[src/rtl/sub32_pipe.sv]
// sub32_pipe: two-stage pipelined subtractor (diff = a - b) with borrow/overflow/zero flags
//   clk, rst_n (async active-low)
//   i_a, i_b       minuend / subtrahend
//   i_in_valid     operands valid;  o_in_ready  block accepts operands this cycle
//   o_diff         a - b mod 2^WIDTH; o_borrow unsigned a < b; o_overflow signed overflow
//   o_zero         diff == 0;       o_out_valid result valid; i_out_ready consumer accepts
module sub32_pipe #(
  parameter int WIDTH = 32
) (
  input  logic             clk,
  input  logic             rst_n,
  input  logic [WIDTH-1:0] i_a,
  input  logic [WIDTH-1:0] i_b,
  input  logic             i_in_valid,
  output logic             o_in_ready,
  output logic [WIDTH-1:0] o_diff,
  output logic             o_borrow,
  output logic             o_overflow,
  output logic             o_zero,
  output logic             o_out_valid,
  input  logic             i_out_ready
);
  localparam int H = WIDTH / 2;
  logic         r_s1_valid;
  logic [H-1:0] r_lo;
  logic         r_ch;
  logic [H-1:0] r_a_hi;
  logic [H-1:0] r_b_hi;
  logic         r_a_msb;
  logic         r_b_msb;
  logic         w_s2_ready;
  logic         w_accept;
  logic         w_move;
  logic [H:0]   w_lo_sum;
  logic [H:0]   w_hi_sum;
  logic [WIDTH-1:0] w_diff;
  assign w_s2_ready = !o_out_valid || i_out_ready;
  assign o_in_ready = !r_s1_valid || w_s2_ready;
  assign w_accept   = i_in_valid && o_in_ready;
  assign w_move     = r_s1_valid && w_s2_ready;
  // subtraction as a + ~b + 1: the +1 enters as carry-in of the low half
  assign w_lo_sum = {1'b0, i_a[H-1:0]} + {1'b0, ~i_b[H-1:0]} + {{H{1'b0}}, 1'b1};
  // high half consumes the registered low-half carry
  assign w_hi_sum = {1'b0, r_a_hi} + {1'b0, ~r_b_hi} + {{H{1'b0}}, r_ch};
  assign w_diff   = {w_hi_sum[H-1:0], r_lo};
  always_ff @(posedge clk or negedge rst_n) begin
    if (!rst_n) begin
      r_s1_valid <= 1'b0;
      r_lo       <= '0;
      r_ch       <= 1'b0;
      r_a_hi     <= '0;
      r_b_hi     <= '0;
      r_a_msb    <= 1'b0;
      r_b_msb    <= 1'b0;
    end else begin
      r_s1_valid <= w_accept ? 1'b1 : (w_move ? 1'b0 : r_s1_valid);
      if (w_accept) begin
        r_lo    <= w_lo_sum[H-1:0];
        r_ch    <= w_lo_sum[H];
        r_a_hi  <= i_a[WIDTH-1:H];
        r_b_hi  <= i_b[WIDTH-1:H];
        r_a_msb <= i_a[WIDTH-1];
        r_b_msb <= i_b[WIDTH-1];
      end
    end
  end
  always_ff @(posedge clk or negedge rst_n) begin
    if (!rst_n) begin
      o_out_valid <= 1'b0;
      o_diff      <= '0;
      o_borrow    <= 1'b0;
      o_overflow  <= 1'b0;
      o_zero      <= 1'b0;
    end else begin
      o_out_valid <= w_move ? 1'b1 : (i_out_ready ? 1'b0 : o_out_valid);
      if (w_move) begin
        o_diff     <= w_diff;
        o_borrow   <= ~w_hi_sum[H];
        o_overflow <= (r_a_msb != r_b_msb) && (w_hi_sum[H-1] != r_a_msb);
        o_zero     <= (w_diff == '0);
      end
    end
  end
endmodule

[config.mk]
export PLATFORM = sky130hd
export DESIGN_NAME = sub32_pipe
export DESIGN_NICKNAME = d
export VERILOG_FILES = /design/src/rtl/sub32_pipe.sv
export SDC_FILE = /design/constraint.sdc
export NUM_CORES = 1
export LEC_CHECK = 0
export CAP_MARGIN = 20
export CORE_UTILIZATION = 47
export DETAILED_ROUTE_END_ITERATION = 8
export PLACE_DENSITY = 0.8
export SYNTH_ARGS = -nofsm -noshare
export SYNTH_HDL_FRONTEND = slang
export SYNTH_SLANG_ARGS = --single-unit
export TNS_END_PERCENT = 100
[constraint.sdc]
create_clock -name clk -period 2.7 [get_ports clk]
set_input_delay 0.81 -clock clk [delete_from_list [all_inputs] [get_ports clk]]
set_output_delay 0.81 -clock clk [all_outputs]
set_load 0.02 [all_outputs]
==> flow_summary.ini, run 1 <==
[yosys]
synth_area_per_cell_um2 = 10.4
synth_warnings = 0
synth_most_common_cell = dfrtp_1
syn_inst = 470
synth_area_leaders = dfrtp_1, mux2_2, ha_1, inv_1, nand2_1
synth-seq-cells = 86
synth.cell_area_mm2 = 0.00491
synth_edf_count = 0
synth_commonest_cells = dfrtp_1, mux2_2, inv_1, nand2_1, ha_1
synth-seq-area-share_pct = 43.9
async_reset_ff_share_pct = 100
synth_fp_nets = 572
synth_top_area_share_pct = 43.9
yosys.area.top_type = dfrtp_1
ys_types = 57
ys.flop_type = dfrtp_1

[sta]
rsz0062_at_grt = yes
skew_ns = 0.0121
fin_crit_ns = 2.69
setup_slack_ns = 0.0129
max_freq_ghz = 0.372
finalCritPeriodShare_pct = 99.5
drv_slew = 0
final_hold_viol_count = 0
maxSlewHeadroom_pct = 71.2
tightestPinTransition_ns = 0.432
finalSetupViolations = 0

[min_path]
holdCritPathClass = in -> async

[worst_setup_path]
cp.arrival_ns = 2.97
cp-start-kind = flop
r2r_cells = 12
r2r_slack_ns = 0.01
critPathKind = reg -> reg
cp_data_required_time_ns = 2.98
cp_max_fo = 2
r2r_start = r_ch$_DFFE_PN0P_
cp_top_family = simple AND/OR/NAND/NOR gates
crit_cells = 12
critPathMaxStageDelay_ns = 0.46
crit_buf_inv = 2
worst_setup_path_end_kind = flop
crit_chain = inv_2, fa_2, inv_2, fa_2, nor4b_4, nand3_1, nor3_2, nand4_1, a2111oi_4, and3_1, nand4_1, o21ai_1
cp_slowest_cell = fa_2
reg2reg_to = o_zero$_DFFE_PN0P_

[power_and_ir_drop]
seqPwrFrac_pct = 36.4
switchingPower_uw = 1810
vdd_drop_max_mv = 0.473
switching_share_pct = 35.6
power.density_mw_per_mm2 = 750
p_comb_share_pct = 45.0
power.share.clock_pct = 18.6
internal-power_uw = 3270
p_leak_uw = 0.00298

[drt]
drt-total-wl_mm = 11.1
vias = 3950
dr.pass1.iters = 4
wl_per_cell_um = 14.9
drc = 0
final_antenna_net_count = 0
viasPerCell = 5.29
drtIter0Drc = 142

[clocking]
cts_root_buffer = clkbuf_8
cts_buffers = 9
cts_max_path_buffers = 2
cts_tree = done
clock_latency_ns = 0.35
cts_hold_buf = 0
cts.sinks = 86
clk_pin_slew_ns = 0.09
htree_num_levels = 3

[die]
core_area_mm2 = 0.00995
initial_core_util_pct = 49.3
fp.dieH_um = 104
io_pins = 105
die_w_um = 104
dieArea_mm2 = 0.0109
rows = 36

[global_route]
grt_overflow = 0
antenna_found_initial = 0
grt_usage_pct = 21.7
grt_pass1_wl_mm = 19.1
grt_pass1_vias = 4130
grt_max_degree = 55

[placement]
placed_cells = 726
portBuffers = 104
routabilityCongestion = 0.854
pre_cts_ws_ns = -0.664
hpwl_mm = 8.24

[job]
maxCapViolCount = 0

[final_layout]
stdcell_count = 747
diodes = 0
final_nets = 711
fill_cells = 780
synthToLayoutAreaGrowth_pct = 37.9
drive_gt1_share_pct = 26.2
multi_input_area_mm2 = 0.00271
seq_area_mm2 = 0.00215

[run_status]
status = complete, no violations
[state kept, by name (all words and copies together), names as in the netlist]
register     flops
o_zero           1
r_a_hi          16
r_lo            16
o_diff          32
r_ch             1
o_overflow       1
r_b_hi          16
r_s1_valid       1
o_out_valid      1
o_borrow         1
[worst max-delay path by stage]
stage,slack (ns),end,from
floorplan,-0.05,r_ch$_DFFE_PN0P_,i_b[2]
finish,0.01,o_zero$_DFFE_PN0P_,r_ch$_DFFE_PN0P_
global route,-0.17,o_zero$_DFFE_PN0P_,r_a_hi[0]$_DFFE_PN0P_
global placement,-0.58,r_ch$_DFFE_PN0P_,i_b[2]
CTS,-0.10,o_zero$_DFFE_PN0P_,r_ch$_DFFE_PN0P_
detailed placement,-0.66,r_ch$_DFFE_PN0P_,i_b[0]
[cell families after synthesis]
kind of cell	after synthesis	share of synthesized area [%]
AND/OR/NAND/NOR	119	12.3
multiplexers	57	13.0
AO/OA/AOI/OAI	97	13.7
buffers and inverters	57	4.51
flip-flops	86	43.9
adder cells (fa/ha/maj)	34	9.13
XOR/XNOR	20	3.57
[area by class of cell]
class	instances	area share [%]
well taps	133	2.46
multi-input cells	327	40.1
repair buffers	143	20.2
clock buffers	12	2.29
inverters	42	2.37
flip-flops and latches	86	31.8
clock inverters	4	0.795
[timing repair]
item	in CTS	in global routing
pin swaps	15	14
setup endpoints to repair	10	8
gates resized for setup	50	16
hold endpoints to repair	0	0
buffers inserted	4	1
[power by group through the flow]
stage	Clock [uW]	Combinational [uW]	Sequential (uW)
detailed placement	0	2200	1860
floorplan	0	1050	2070
global route	1030	2480	1890
finish	944	2280	1850
CTS	969	2250	1840
global placement	0	2140	1850
[layout by cell type (no fill, tap or decap), types with 3 or more instances in the layout]
| cell | synthesis | final |
|---|---|---|
| a21oi_1 | 23 | 17 |
| a21oi_2 | 1 | 7 |
| and2_1 | 3 | 3 |
| buf_12 | 0 | 4 |
| buf_4 | 0 | 35 |
| clkbuf_8 | 0 | 11 |
| clkdlybuf4s50_1 | 0 | 88 |
| dfrtp_1 | 86 | 86 |
| dlygate4sd2_1 | 0 | 10 |
| fa_2 | 0 | 3 |
| ha_1 | 31 | 25 |
| ha_4 | 0 | 6 |
| inv_1 | 42 | 32 |
| inv_2 | 0 | 9 |
| mux2_2 | 54 | 54 |
| mux2i_1 | 3 | 3 |
| nand2_1 | 39 | 38 |
| nand2b_1 | 7 | 7 |
| nand3_1 | 10 | 10 |
| nand4_1 | 3 | 3 |
| nor2_1 | 20 | 20 |
| nor2b_1 | 4 | 3 |
| nor3_1 | 8 | 7 |
| nor3b_1 | 5 | 5 |
| nor4_1 | 4 | 4 |
| o211ai_1 | 4 | 4 |
| o21a_1 | 3 | 3 |
| o21ai_0 | 24 | 23 |
| o21ai_1 | 8 | 5 |
| o21ai_2 | 2 | 6 |
| o221ai_1 | 3 | 3 |
| o31ai_1 | 6 | 5 |
| or3_1 | 4 | 4 |
| xnor2_1 | 8 | 8 |
| xor2_1 | 12 | 12 |
[layer usage]
| metal | part of all wire, % | up-vias | track usage (%) |
|---|---|---|---|
| li1 | - | 1935 | - |
| met1 | 44 | 1920 | 27.7 |
| met2 | 52 | 91 | 38.0 |
| met3 | 3.8 | 4 | 3.95 |
| met4 | 0.49 | 0 | 5.20 |
| met5 | 0 | - | 0 |
[per-stage QoR]
stage          setup TNS (ns)  util, %  hold WS, ns  power (uW)  cell area (um^2)
5_1_grt                -0.191     68.0        0.410        5390              6770
3_3_place_gp            -4.32     63.9        0.465        3990              6360
6_report                    0     68.0        0.395        5070              6770
3_5_place_dp            -4.93     63.9        0.476        4060              6360
4_1_cts                -0.169     67.3        0.392        5060              6700
2_1_floorplan         -0.0537        -        0.467        3120              4910
Note: power is estimated with default switching activity, not from simulation.
==> run 2, diff against run 1 <==
--- a/config.mk
+++ b/config.mk
@@ -5,10 +5,11 @@
 export SDC_FILE = /design/constraint.sdc
 export NUM_CORES = 1
 export LEC_CHECK = 0
-export CAP_MARGIN = 20
+export ABC_AREA = 1
+export CAP_MARGIN = 40
 export CORE_UTILIZATION = 47
 export DETAILED_ROUTE_END_ITERATION = 8
-export PLACE_DENSITY = 0.8
+export PLACE_DENSITY = 0.79
 export SYNTH_ARGS = -nofsm -noshare
 export SYNTH_HDL_FRONTEND = slang
 export SYNTH_SLANG_ARGS = --single-unit
==> run 2 against run 1 <==
Via count is 21% higher. Critical path depth is 8 lower. Worst setup slack better by 0.15 ns. Highest routed layer unchanged. Area after synthesis is 3.8% higher. First-iteration DRC count is 83% higher. Clock skew is 0.0015 ns lower. Non-clock buffer count is 19 lower.
==> flow_summary.ini, run 2 <==
[yosys]
ys_types = 31
synth_fp_nets = 792
synth-seq-cells = 86
synth_edf_count = 0
synth_warnings = 0
synth_area_leaders = dfrtp_1, nand2_1, ha_1, inv_1, o21ai_0
async_reset_ff_share_pct = 100
synth.cell_area_mm2 = 0.00509
yosys.area.top_type = dfrtp_1
ys.flop_type = dfrtp_1
synth-seq-area-share_pct = 42.3
syn_inst = 690
synth_most_common_cell = nand2_1
synth_commonest_cells = nand2_1, inv_1, dfrtp_1, o21ai_0, ha_1
synth_area_per_cell_um2 = 7.38
synth_top_area_share_pct = 42.3

[clocking]
cts_root_buffer = clkbuf_8
clk_pin_slew_ns = 0.09
post_cts_buffers = 0
cts_max_path_buffers = 2
cts_hold_buf = 0
cts_buffers = 9
ctsResizeCount = 1
htree_num_levels = 3
cts_tree = done
clock_latency_ns = 0.39
cts.sinks = 86

[worst_setup_path]
r2r_slack_ns = 0.37
crit_chain = clkdlybuf4s50_1, inv_1, nand3_1, dlygate4sd2_1
cp_top_family = buffers and inverters
cp_data_required_time_ns = 1.89
cp-start-kind = input port
crit_buf_inv = 3
critPathKind = in -> out
crit_cells = 4
worst_setup_path_end_kind = output pin
cp.arrival_ns = 1.72
r2r_cells = 14
startpoint = i_out_ready
critPathMaxStageDelay_ns = 0.45
r2r_start = r_ch$_DFFE_PN0P_
reg2reg_to = o_zero$_DFFE_PN0P_
crit_end = o_in_ready
cp_slowest_cell = clkdlybuf4s50_1
cp_max_fo = 2

[min_path]
holdCritPathClass = in -> async

[final_layout]
diodes = 0
drive_gt1_share_pct = 5.90
fill_cells = 937
final_cell_mix = nand2_1, clkdlybuf4s50_1, inv_1
fin_area_mm2 = 0.00660
mostFrequentLayoutCell = nand2_1
final_nets = 911
synthToLayoutAreaGrowth_pct = 29.7
largest-register = o_diff
largest_register_ff_count = 32

[sta]
maxSlewHeadroom_pct = 67.4
finalCritPeriodShare_pct = 93.8
fin_crit_ns = 2.53
final_hold_viol_count = 0
finalSetupViolations = 0
drv_slew = 0
rsz0062_at_grt = no
tightestPinTransition_ns = 0.489
finalSetupTns_ns = 0
max_freq_ghz = 0.395
skew_ns = 0.0106

[die]
core_area_mm2 = 0.0104
fp.dieH_um = 106
rows = 37
dieArea_mm2 = 0.0113
initial_core_util_pct = 48.9
die_w_um = 106
io_pins = 105

[placement]
placedInstanceArea_mm2 = 0.00641
hpwl_mm = 10.0
routabilityCongestion = 0.861
portBuffers = 104

[global_route]
grt_overflow = 0
grt_pass1_wl_mm = 21.8
grt_usage_pct = 24.6
grt_max_degree = 52
antenna_found_initial = 0
grt_pass1_vias = 4622

[drt]
vias = 4768
viasPerCell = 5.02
wl_per_cell_um = 13.1
dr.pass1.iters = 5
drtIter0Drc = 260
drt-total-wl_mm = 12.4
final_antenna_net_count = 0
drc = 0

[power_and_ir_drop]
p_leak_uw = 0.00345
power.density_mw_per_mm2 = 749
vdd_drop_max_mv = 0.460

[run_status]
status = complete, no violations

[job]
maxCapViolCount = 0
[run 2: power by group]
group | internal (uW) | switching [uW]
sequential | 1620 | 200
combinational | 947 | 1280
clock | 356 | 546
[run 2: cell type report]
cell class	instances	area, um^2	area share, %
multi-input cells	485	2490	37.7
flip-flops and latches	86	2150	32.6
repair buffers	124	1210	18.4
inverters	103	387	5.86
well taps	136	170	2.58
clock buffers	9	124	1.88
clock inverters	7	70.1	1.06
[run 2: cell families after synthesis]
family | Yosys count | synth area share [%]
buf+inv | 119 | 8.89
xor+xnor | 12 | 2.06
simple gates | 342 | 27.7
fa+ha+maj | 34 | 8.80
flops | 86 | 42.3
compound gates | 97 | 10.3
[run 2: worst min path at each step]
stage                                 startpoint                      to  depth (start not counted)
after global routing                       rst_n  o_diff[21]$_DFFE_PN0P_                          1
after global placement     o_diff[4]$_DFFE_PN0P_   o_diff[4]$_DFFE_PN0P_                          2
after CTS                                  rst_n  o_diff[21]$_DFFE_PN0P_                          1
after floorplan             r_lo[15]$_DFFE_PN0P_    r_lo[15]$_DFFE_PN0P_                          2
final                                      rst_n  o_diff[21]$_DFFE_PN0P_                          1
after detailed placement  o_diff[11]$_DFFE_PN0P_  o_diff[11]$_DFFE_PN0P_                          2
[run 2: per-stage QoR]
stage | setup WS [ns] | utilization (%) | hold slack [ns] | total power, uW | instances
2_1_floorplan | 0.385 | - | 0.449 | 3120 | 690
3_3_place_gp | -0.157 | 61.5 | 0.458 | 4010 | 934
3_5_place_dp | -0.192 | 61.5 | 0.459 | 4070 | 934
4_1_cts | 0.160 | 63.4 | 0.397 | 4960 | 950
5_1_grt | 0.0163 | 63.4 | 0.422 | 5330 | 950
6_report | 0.166 | 63.4 | 0.380 | 4950 | 950
[run 2: worst reg2reg max path, stage by stage, from the launching register on]
cell and delay [ns]:
dfrtp_1 0.36, inv_1 0.06, fa_1 0.45, inv_1 0.15
fa_1 0.26, nand3_1 0.12, nand3_1 0.15, nand2_1 0.11
nand3_1 0.12, nand2_1 0.07, nor2_1 0.12, nand3_1 0.09
nor2_1 0.09, nand3_1 0.08, nand2_1 0.06
[run 2: per-layer routing]
layer	vias up	part of all wire (%)	global-route usage [%]
met2	112	44	38.0
li1	2415	-	-
met1	2225	50	35.6
met5	-	0	0
met4	0	1.5	7.24
met3	16	4.5	4.23
==> run 3, diff against run 2 <==
--- a/config.mk
+++ b/config.mk
@@ -9,7 +9,7 @@
 export CAP_MARGIN = 40
 export CORE_UTILIZATION = 47
 export DETAILED_ROUTE_END_ITERATION = 8
-export PLACE_DENSITY = 0.79
+export PLACE_DENSITY = 0.87
 export SYNTH_ARGS = -nofsm -noshare
 export SYNTH_HDL_FRONTEND = slang
 export SYNTH_SLANG_ARGS = --single-unit
==> run 3 against run 2 <==
Clock power decreased by 7.6%. Non-clock buffer count shrank 3. Critical path type unchanged. Combinational power about the same.
==> flow_summary.ini, run 3 (synthesis results as in run 2) <==
[sta]
skew_ns = 0.0167
finalCritPeriodShare_pct = 98.5
drv_slew = 0
maxSlewHeadroom_pct = 60.8
setup_slack_ns = 0.0393
finalSetupTns_ns = 0
tightestPinTransition_ns = 0.587
fin_crit_ns = 2.66
final_hold_viol_count = 0
max_freq_ghz = 0.376
finalSetupViolations = 0
rsz0062_at_grt = no

[clocking]
ctsResizeCount = 1
cts_max_path_buffers = 2
cts_tree = done
clock_latency_ns = 0.36
cts_buffers = 9
clk_pin_slew_ns = 0.10
cts_root_buffer = clkbuf_8
cts.sinks = 86
post_cts_buffers = 0
cts_hold_buf = 0
htree_num_levels = 3

[final_layout]
fin_area_mm2 = 0.00656
largest-register = o_diff
diodes = 0
seq_area_mm2 = 0.00215
synthToLayoutAreaGrowth_pct = 28.9
final_nets = 908
fill_cells = 939
largest_register_ff_count = 32
final_cell_mix = nand2_1, clkdlybuf4s50_1, inv_1
drive_gt1_share_pct = 5.55
stdcell_count = 947
multi_input_area_mm2 = 0.00249
mostFrequentLayoutCell = nand2_1

[worst_setup_path]
critPathMaxStageDelay_ns = 0.40
r2r_cells = 14
crit_buf_inv = 3
critPathKind = in -> out
r2r_start = r_ch$_DFFE_PN0P_
cp.arrival_ns = 1.85
crit_chain = clkdlybuf4s50_1, inv_1, nand3_1, clkdlybuf4s15_1
cp_max_fo = 3
worst_setup_path_end_kind = output pin
cp_data_required_time_ns = 1.89
cp_top_family = buffers and inverters
cp_slowest_cell = clkdlybuf4s50_1
r2r_slack_ns = 0.42
reg2reg_to = o_zero$_DFFE_PN0P_
cp-start-kind = input port

[placement]
hpwl_mm = 9.18
portBuffers = 104
pre_cts_ws_ns = -0.243
placed_cells = 931
placedInstanceArea_mm2 = 0.00637
routabilityCongestion = 0.903

[power_and_ir_drop]
p_leak_uw = 0.00343
finalPower_uw = 4840
power.density_mw_per_mm2 = 737
vdd_drop_max_mv = 0.413

[drt]
drc = 0
drtIter0Drc = 290
dr.pass1.iters = 5
viasPerCell = 4.92
vias = 4662
final_antenna_net_count = 0
drt-total-wl_mm = 11.5
wl_per_cell_um = 12.1

[min_path]
holdCritPathClass = in -> async

[run_status]
status = complete, no violations

[die]
dieArea_mm2 = 0.0113
rows = 37
die_w_um = 106
initial_core_util_pct = 48.9
core_area_mm2 = 0.0104
io_pins = 105
fp.dieH_um = 106

[global_route]
grt_usage_pct = 22.4
grt_overflow = 0
grt_max_degree = 48
grt_pass1_vias = 4343
antenna_found_initial = 0
grt_pass1_wl_mm = 20.0

[job]
maxCapViolCount = 0
run 3: worst max path at each step:
stage,depth (start not counted),slack [ns],startpoint,to
after detailed placement,4,-0.24,i_out_ready,o_in_ready
final,4,0.04,i_out_ready,o_in_ready
after global routing,4,0.003,i_out_ready,o_in_ready
after global placement,4,-0.25,i_out_ready,o_in_ready
after floorplan,13,0.39,i_a[0],r_lo[12]$_DFFE_PN0P_
after CTS,4,0.003,i_out_ready,o_in_ready
run 3: cell type report:
type                    count  share of cell area, %
clock buffers              11                   2.15
repair buffers            121                   18.0
flip-flops and latches     86                   32.8
well taps                 136                   2.59
inverters                 103                   5.89
clock inverters             5                  0.667
multi-input cells         485                   38.0
run 3: power breakdown:
group | switching [uW] | leakage (uW) | internal, uW | total (uW)
combinational | 1260 | 0.00230 | 938 | 2190
clock | 464 | 0.0000877 | 369 | 833
sequential | 192 | 0.00105 | 1620 | 1810
run 3: per-layer routing:
metal  GRT usage, %  wire length [um]
met4           5.95               136
met2           34.6              4960
met1           33.0              5820
met5              0                 0
met3           3.19               566
run 3: metrics by stage:
step,hold WS [ns],utilization (%)
6_report,0.447,63.0
3_5_place_dp,0.463,61.2
4_1_cts,0.468,63.0
3_3_place_gp,0.457,61.2
5_1_grt,0.483,63.0
2_1_floorplan,0.449,-
